### config.mk
export PLATFORM = sky130hd
export DESIGN_NAME = wall
export DESIGN_NICKNAME = d
export VERILOG_FILES = /design/src/rtl/wall_pkg.sv /design/src/rtl/wall_lfsr.sv /design/src/rtl/wall.sv
export SDC_FILE = /design/constraint.sdc
export NUM_CORES = 1
export LEC_CHECK = 0
export ABC_CLOCK_PERIOD_IN_PS = 2400
export BUFFER_PORTS_ARGS = -buffer_cell sky130_fd_sc_hd__buf_2
export CELL_PAD_IN_SITES_DETAIL_PLACEMENT = 1
export CELL_PAD_IN_SITES_GLOBAL_PLACEMENT = 1
export CORE_ASPECT_RATIO = 1.2
export CORE_MARGIN = 8
export CORE_UTILIZATION = 42
export CTS_BUF_LIST = sky130_fd_sc_hd__clkbuf_8
export DETAILED_ROUTE_END_ITERATION = 16
export GPL_TIMING_DRIVEN = 0
export PLACE_DENSITY = 0.81
export SETUP_SLACK_MARGIN = 0.3
export SLEW_MARGIN = 20
export SYNTH_ARGS = -nofsm -noshare
export SYNTH_HDL_FRONTEND = slang
export SYNTH_HIERARCHICAL = 1
export SYNTH_SLANG_ARGS = --single-unit
### constraint.sdc
create_clock -name pixel_clk -period 2.4 [get_ports pixel_clk]
set_clock_uncertainty 0.05 [all_clocks]
set_input_delay 0.12 -clock pixel_clk [delete_from_list [all_inputs] [get_ports pixel_clk]]
set_output_delay 0.12 -clock pixel_clk [all_outputs]
set_load 0.02 [all_outputs]
### src/rtl/wall_pkg.sv
// Shared constants, types and LFSR helpers for the wall obstacle.
package wall_pkg;

  localparam int COORD_W = 11;
  localparam int LFSR_W  = 16;

  // Taps at bits 15, 13, 12 and 10: x^16 + x^14 + x^13 + x^11 + 1.
  localparam logic [LFSR_W-1:0] LFSR_TAPS     = 16'hB400;
  localparam logic [LFSR_W-1:0] LFSR_ZERO_FIX = 16'hACE1;

  localparam int DEF_H_ACTIVE = 640;
  localparam int DEF_Y_MIN    = 40;
  localparam int DEF_Y_SPAN   = 400;

  typedef logic [COORD_W-1:0] coord_t;

  function automatic logic [LFSR_W-1:0] lfsr_next(input logic [LFSR_W-1:0] s);
    return {s[LFSR_W-2:0], ^(s & LFSR_TAPS)};
  endfunction

  function automatic logic [LFSR_W-1:0] lfsr_seed(input logic [LFSR_W-1:0] s);
    return (s == '0) ? LFSR_ZERO_FIX : s;
  endfunction

  // Span is at least 256, so a single conditional subtract folds 0..511 into range.
  function automatic logic [9:0] respawn_offset(input logic [LFSR_W-1:0] s,
                                                input logic [9:0]        span);
    logic [9:0] raw;
    raw = {1'b0, s[8:0]};
    return (raw >= span) ? raw - span : raw;
  endfunction

endpackage

### src/rtl/wall_lfsr.sv
// Free-running 16-bit Fibonacci LFSR; load reseeds it, an all-zero seed is replaced.
module wall_lfsr
  import wall_pkg::*;
(
  input  logic              clk,
  input  logic              load,
  input  logic [LFSR_W-1:0] seed,
  output logic [LFSR_W-1:0] value
);

  always_ff @(posedge clk) begin
    if (load) begin
      value <= lfsr_seed(seed);
    end else begin
      value <= lfsr_next(value);
    end
  end

endmodule

### src/rtl/wall.sv
// One moving wall: steps left every MOVE_DIV cycles and respawns at the right edge
// at an LFSR-chosen height. Define WALL_WRAP_PULSE_EN to add the one-cycle wrapped output.
module wall
  import wall_pkg::*;
#(
  parameter int START    = 5,
  parameter int H_ACTIVE = DEF_H_ACTIVE,
  parameter int Y_MIN    = DEF_Y_MIN,
  parameter int Y_SPAN   = DEF_Y_SPAN,
  parameter int MOVE_DIV = 100000,
  parameter int STEP     = 1
) (
  input  logic   pixel_clk,
  input  logic   reset,
`ifdef WALL_WRAP_PULSE_EN
  output logic   wrapped,
`endif
  output coord_t x,
  output coord_t y
);

  localparam int DIV_W = (MOVE_DIV > 1) ? $clog2(MOVE_DIV) : 1;

  localparam coord_t X_RESET   = COORD_W'(START % H_ACTIVE);
  localparam coord_t Y_RESET   = COORD_W'(Y_MIN + (START % Y_SPAN));
  localparam coord_t X_RESPAWN = COORD_W'(H_ACTIVE - 1);
  localparam coord_t STEP_C    = COORD_W'(STEP);
  localparam coord_t Y_MIN_C   = COORD_W'(Y_MIN);
  localparam logic [9:0] SPAN_C = 10'(Y_SPAN);

  localparam logic [31:0]       START_BITS = 32'(START);
  localparam logic [LFSR_W-1:0] SEED       = START_BITS[LFSR_W-1:0];
  localparam logic [DIV_W-1:0]  DIV_LAST   = DIV_W'(MOVE_DIV - 1);

  logic [DIV_W-1:0]  cnt;
  logic [LFSR_W-1:0] lfsr;
  logic              tick;
  logic              respawn;
  coord_t            y_spawn;

  wall_lfsr u_lfsr (
    .clk   (pixel_clk),
    .load  (reset),
    .seed  (SEED),
    .value (lfsr)
  );

  assign tick    = (cnt == DIV_LAST);
  assign respawn = tick && (x < STEP_C);
  // Uses the pre-shift LFSR value seen in the tick cycle.
  assign y_spawn = Y_MIN_C + COORD_W'(respawn_offset(lfsr, SPAN_C));

  always_ff @(posedge pixel_clk) begin
    if (reset) begin
      cnt <= '0;
      x   <= X_RESET;
      y   <= Y_RESET;
    end else begin
      cnt <= tick ? '0 : cnt + 1'b1;
      if (respawn) begin
        x <= X_RESPAWN;
        y <= y_spawn;
      end else if (tick) begin
        x <= x - STEP_C;
      end
    end
  end

`ifdef WALL_WRAP_PULSE_EN
  always_ff @(posedge pixel_clk) begin
    if (reset) begin
      wrapped <= 1'b0;
    end else begin
      wrapped <= respawn;
    end
  end
`endif

endmodule

== Yosys cells after proc, flatten, opt, wreduce, memory -nomap -nowiden ==
Cells that the tools add are included.

* Register bits after elaboration: 55
* Bits in latches: 0
* RAM bits: 0
* ROM bits: 0
* Input bits: 2
* Output and inout bits: 22
* Logic and storage cells: 20
* Memories kept: 0

* Add/subtract/negate cells: 4
* $mul: 0
* Div/mod/pow operators: 0
* Magnitude comparators: 2
* Eq/ne operators: 1
* Shift-type cells: 0
* Multiplexer cells: 3
* Bitwise logic cells: 0
* Reductions and logical operators: 5

{| class="wikitable"
|+ Operator list
! kind !! number
|-
| $mux W10 || 3
|-
| $add A17 B1 Y17 const B || 1
|-
| $eq A17 B17 Y1 const B || 1
|-
| $reduce_xor A16 Y1 || 1
|-
| $add A6 B10 Y11 const A || 1
|-
| $lt A11 B1 Y1 const B || 1
|-
| $sub A11 B1 Y11 const B || 1
|-
| $sub A9 B9 Y10 const B || 1
|-
| $ge A9 B9 Y1 const B || 1
|-
| $reduce_or A2 Y1 || 2
|-
| $reduce_bool A2 Y1 || 1
|-
| $logic_and A1 B1 Y1 || 1
|}

== Longest topological paths before layout ==
* Depth in word-level cells: 3
* Mapped depth: 10
* Mapped depth without buffers: 10

== Hierarchy ==
Netlist, hierarchy kept.

{| class="wikitable"
|+ Modules (own cells, without submodules)
! module !! times used !! cells each !! area each (um2) !! sequential area each (um2)
|-
| wall || 1 || 234 || 1986.9 || 780.7
|-
| wall_lfsr || 1 || 42 || 584.3 || 320.3
|}

== Worst setup path before layout ==
No wires, ideal clock.

* Kind: reg2reg
* From: reg cnt[5]
* To: reg x[10]
* Library setup time: 0.067 ns
* Arrival time: 2.187 ns
* Required time: 2.283 ns
* Path slack: 0.096 ns
* Cell stages (with the launch flop): 7
* Cells stage by stage: dfxtp_1 or4b_1 nor4_2 nand4b_2 or4b_1 or3_1 a21oi_2

* Longest elaborated chain between the ends: 3

{| class="wikitable"
|+ Ends and longest elaborated chain
! element !! RTL line !! source
|-
| from (decl) || wall.sv:35 || <nowiki>logic [DIV_W-1:0] cnt;</nowiki>
|-
| from (signal assigned) || wall.sv:59 || <nowiki>cnt <= tick ? '0 : cnt + 1'b1;</nowiki>
|-
| $eq A17 B17 Y1 (*) || wall.sv:48 || <nowiki>assign tick = (cnt == DIV_LAST);</nowiki>
|-
| $logic_and A1 B1 Y1 || wall.sv:49 || <nowiki>assign respawn = tick && (x < STEP_C);</nowiki>
|-
| $reduce_or A2 Y1 (no source line) || -- ||
|-
| to (signal assigned) || wall.sv:64 || <nowiki>x <= x - STEP_C;</nowiki>
|-
| to (decl) || wall.sv:18 || <nowiki>output coord_t x,</nowiki>
|}

Every way passes the cells marked *; elsewhere a longest branch is shown, timed or not.
A chain may end at the register's enable or synchronous reset.

== Final worst setup path ==
* From: reg cnt[13]
* To: reg y[6]

* Longest elaborated chain between the ends: 2

{| class="wikitable"
|+ Ends and longest elaborated chain
! element !! RTL line !! source
|-
| $eq A17 B17 Y1 || wall.sv:48 ||
|-
| $logic_and A1 B1 Y1 || wall.sv:49 ||
|-
| to (signal assigned) || wall.sv:62 || <nowiki>y <= y_spawn;</nowiki>
|-
| to (decl) || wall.sv:19 || <nowiki>output coord_t y</nowiki>
|}

No other way between the ends.

==> metrics.txt <==
# rows=31; most instantiated library cell after synthesis=dfxtp_1; Post-synth ARST share=0%; Design Area, Final=0.00355 mm2; crit share post-route=101%; Worst-path clk slew=0.11 ns; final setup fails=2; Port Buf Inserts=22; Die ar.=0.00889 mm2; post-route antenna net violation count=0; share of the synthesized area in the top cell type=42.8%; WP data arrival=2.59 ns; Logic pwr share=12.2%; worst setup path startpoint=cnt[13]; CTS sink cnt=55; maximum VDD drop=284 uV; gr ovfl total=0; Synth area leader=dfxtp_1; clock network power share=30.8%; die height=102 um; Cell Area, Synth=0.00257 mm2; n_diodes=0; Max Slew Vio Count=0; Post-Syn Instances=276; Fmax=411 MHz; Seq pwr share=57.0%; Horiz. Die Dim=87.4 um; Final WS setup=-0.0317 ns; Tightest Pin Transition=0.612 ns; Max Cap Violations=0; Area Overhead vs Synth=38.0%; CTS Buffer Depth=2; slowest stage cell, crit path=or4b_4; via count=2296; critical-path maximum fanout=6; status=complete, but fails checks; cell leakage power=1.45 nW; total global-route track usage=16.7%; area of the multi-input gates=0.00178 mm2; instance count on the critical path=9; CTS Hold Buffers Added=0; crit-path cells=or4b_4, nor4_4, buf_4, buf_6, and4_4, clkbuf_16, buf_8, nor2_4, a211oi_1; # fillers=699; pre-CTS setup slack=-0.249 ns; synth warn=6; Bufs and invs on worst path=4; Net Sw Frac=27.1%; RSZ-0062 raised after global routing=yes; layout cell share with drive strength beyond 1=35.4%; Post-synth EDFFs=0; RR Startpoint=cnt[13]; Seq/Total Area, Yosys=42.8%; Synth Area per Inst=9.32 um2; Yosys cell types=53; cell family with most CP delay=simple AND/OR/NAND/NOR gates; first-pass GRT wire length=11700 um; NetSw=0.000468 W; Area contributors post-synth=dfxtp_1, nor2_1, xnor2_1; H-tree lvl count=2; DRC violations left=0; CTS tree=yes; Final Hold Fails=0; Sequential Area=0.00112 mm2; placed instance area=0.00293 mm2; clk root buf=clkbuf_8; Yosys reg bits=55; Core ar.=0.00597 mm2; Post-Route WL=7850 um; r2r setup slk=-0.03 ns; Setup Crit Path Kind=reg -> reg; worst-skew pair later-pin latency=0.32 ns; PwrDens=485 mW/mm2; CP peak stage delay=0.54 ns; Setup crit start kind=flip-flop; Tmin final=2.43 ns; r2r worst-path depth=9; CTS buffer count=5; gpl congestion=0.792; failing checks=setup timing; post-layout net count=362; initial antenna violation count=0; Hold Crit Class=in -> reg; largest net degree at the start of global routing=18; critical path required time=2.55 ns; top post-synthesis cells by count=dfxtp_1, nor2_1, nand2_1; Vias/cell=5.24; RR Endpoint=y[6]; First-pass DRT Iterations=4; hpwl dp=4490 um; number of global-route vias before repair=2396; P_int=0.00125 W; Initial Util=43.0%; crit path capture=y[6]; Avg WL per Cell=17.9 um; relative slew slack=59.2%; CP endpoint kind=flip-flop; Final Util=59.4%; 1st-iter DRT viols=68; top-level I/O count=24; Synth Flop Type=dfxtp_1
[power by group through the flow]
stage | registers [W] | logic (W) | clock network [W]
detailed placement | 0.000999 | 0.000182 | 0
global placement | 0.000998 | 0.000176 | 0
global route | 0.000989 | 0.000232 | 0.000579
finish | 0.000982 | 0.000210 | 0.000530
floorplan | 0.000990 | 0.000152 | 0
CTS | 0.000980 | 0.000194 | 0.000536
[metrics by stage]
stage	hold WS [ns]	cells	TNS (ns)	power [W]
after CTS	0.252	429	-0.153	0.00171
final	0.312	438	-0.0528	0.00172
after global routing	0.341	438	-0.202	0.00180
after floorplan	0.367	306	0	0.00114
after detailed placement	0.394	410	-2.38	0.00118
after global placement	0.379	410	-0.663	0.00117
[per-layer routing]
layer / global-route usage, % / share of wire, % / vias to the layer above / wire length (um)
met5: 0 / 0 / - / 0
met4: 5.70 / 4.2 / 0 / 332
met3: 2.68 / 2.2 / 26 / 175
met2: 33.3 / 56 / 38 / 4380
met1: 16.7 / 38 / 1144 / 2960
li1: - / - / 1088 / -
[logic make-up after synthesis]
| group | count (synthesis) | synth area share, % |
|---|---|---|
| AO/OA/AOI/OAI | 37 | 11.6 |
| XOR/XNOR | 28 | 9.54 |
| adder cells (fa/ha/maj) | 5 | 2.43 |
| buffers and inverters | 16 | 2.48 |
| flip-flops | 55 | 42.8 |
| multiplexers | 12 | 5.11 |
| other | 2 | 0.292 |
| AND/OR/NAND/NOR | 121 | 25.7 |
[sequential cells by signal, indices dropped and copies added (netlist names)]
register      count
u_lfsr/value     16
x                11
y                11
cnt              17
[layout by cell type (no fill, tap or decap), types with 4 or more instances in the layout]
cell type and instances:
nand2_1 19, inv_1 5, nor3_1 5, or2_2 4, o22a_1 7, dfxtp_1 46, conb_1 32, nor2b_1 4
nor2_1 33, buf_4 10, clkbuf_8 5, xor2_1 13, nor2_4 4, buf_6 8, mux2_2 9, buf_2 22
dfxtp_4 5, clkbuf_1 5, nand3_1 8, xnor2_1 14, dfxtp_2 4, or4_4 4
[worst min path at each step]
| stage | start | to | slack (ns) | depth (start not counted) |
|---|---|---|---|---|
| floorplan | cnt[0] | cnt[0] | 0.37 | 1 |
| global placement | u_lfsr/value[14] | u_lfsr/value[15] | 0.38 | 1 |
| detailed placement | u_lfsr/value[14] | u_lfsr/value[15] | 0.39 | 1 |
| CTS | reset | y[8] | 0.25 | 3 |
| global route | reset | y[8] | 0.34 | 3 |
| finish | reset | y[8] | 0.31 | 3 |
[worst register-to-register path: stages, from the launching register on]
cell and delay [ns]:
dfxtp_2 0.34, or4b_4 0.54, nor4_4 0.26, buf_4 0.18, buf_6 0.08, and4_4 0.20
clkbuf_16 0.16, buf_8 0.14, nor2_4 0.03, a211oi_1 0.33
[cell type report]
| cell class | instances | area share (%) |
|---|---|---|
| clock inverters | 3 | 0.529 |
| clock buffers | 5 | 1.94 |
| well taps | 82 | 2.89 |
| inverters | 6 | 0.635 |
| multi-input cells | 235 | 50.2 |
| flip-flops and latches | 55 | 31.7 |
| repair buffers | 42 | 9.20 |
| plain buffers | 10 | 2.89 |
[timing repair]
| item | in CTS | in global routing |
|---|---|---|
| buffers inserted | 10 | 8 |
| resized for setup | 55 | 30 |
| setup endpoints to repair | 28 | 30 |
| gates cloned | 1 | 1 |
| pin swaps | 10 | 10 |
Note: power is estimated with default switching activity, not from simulation.
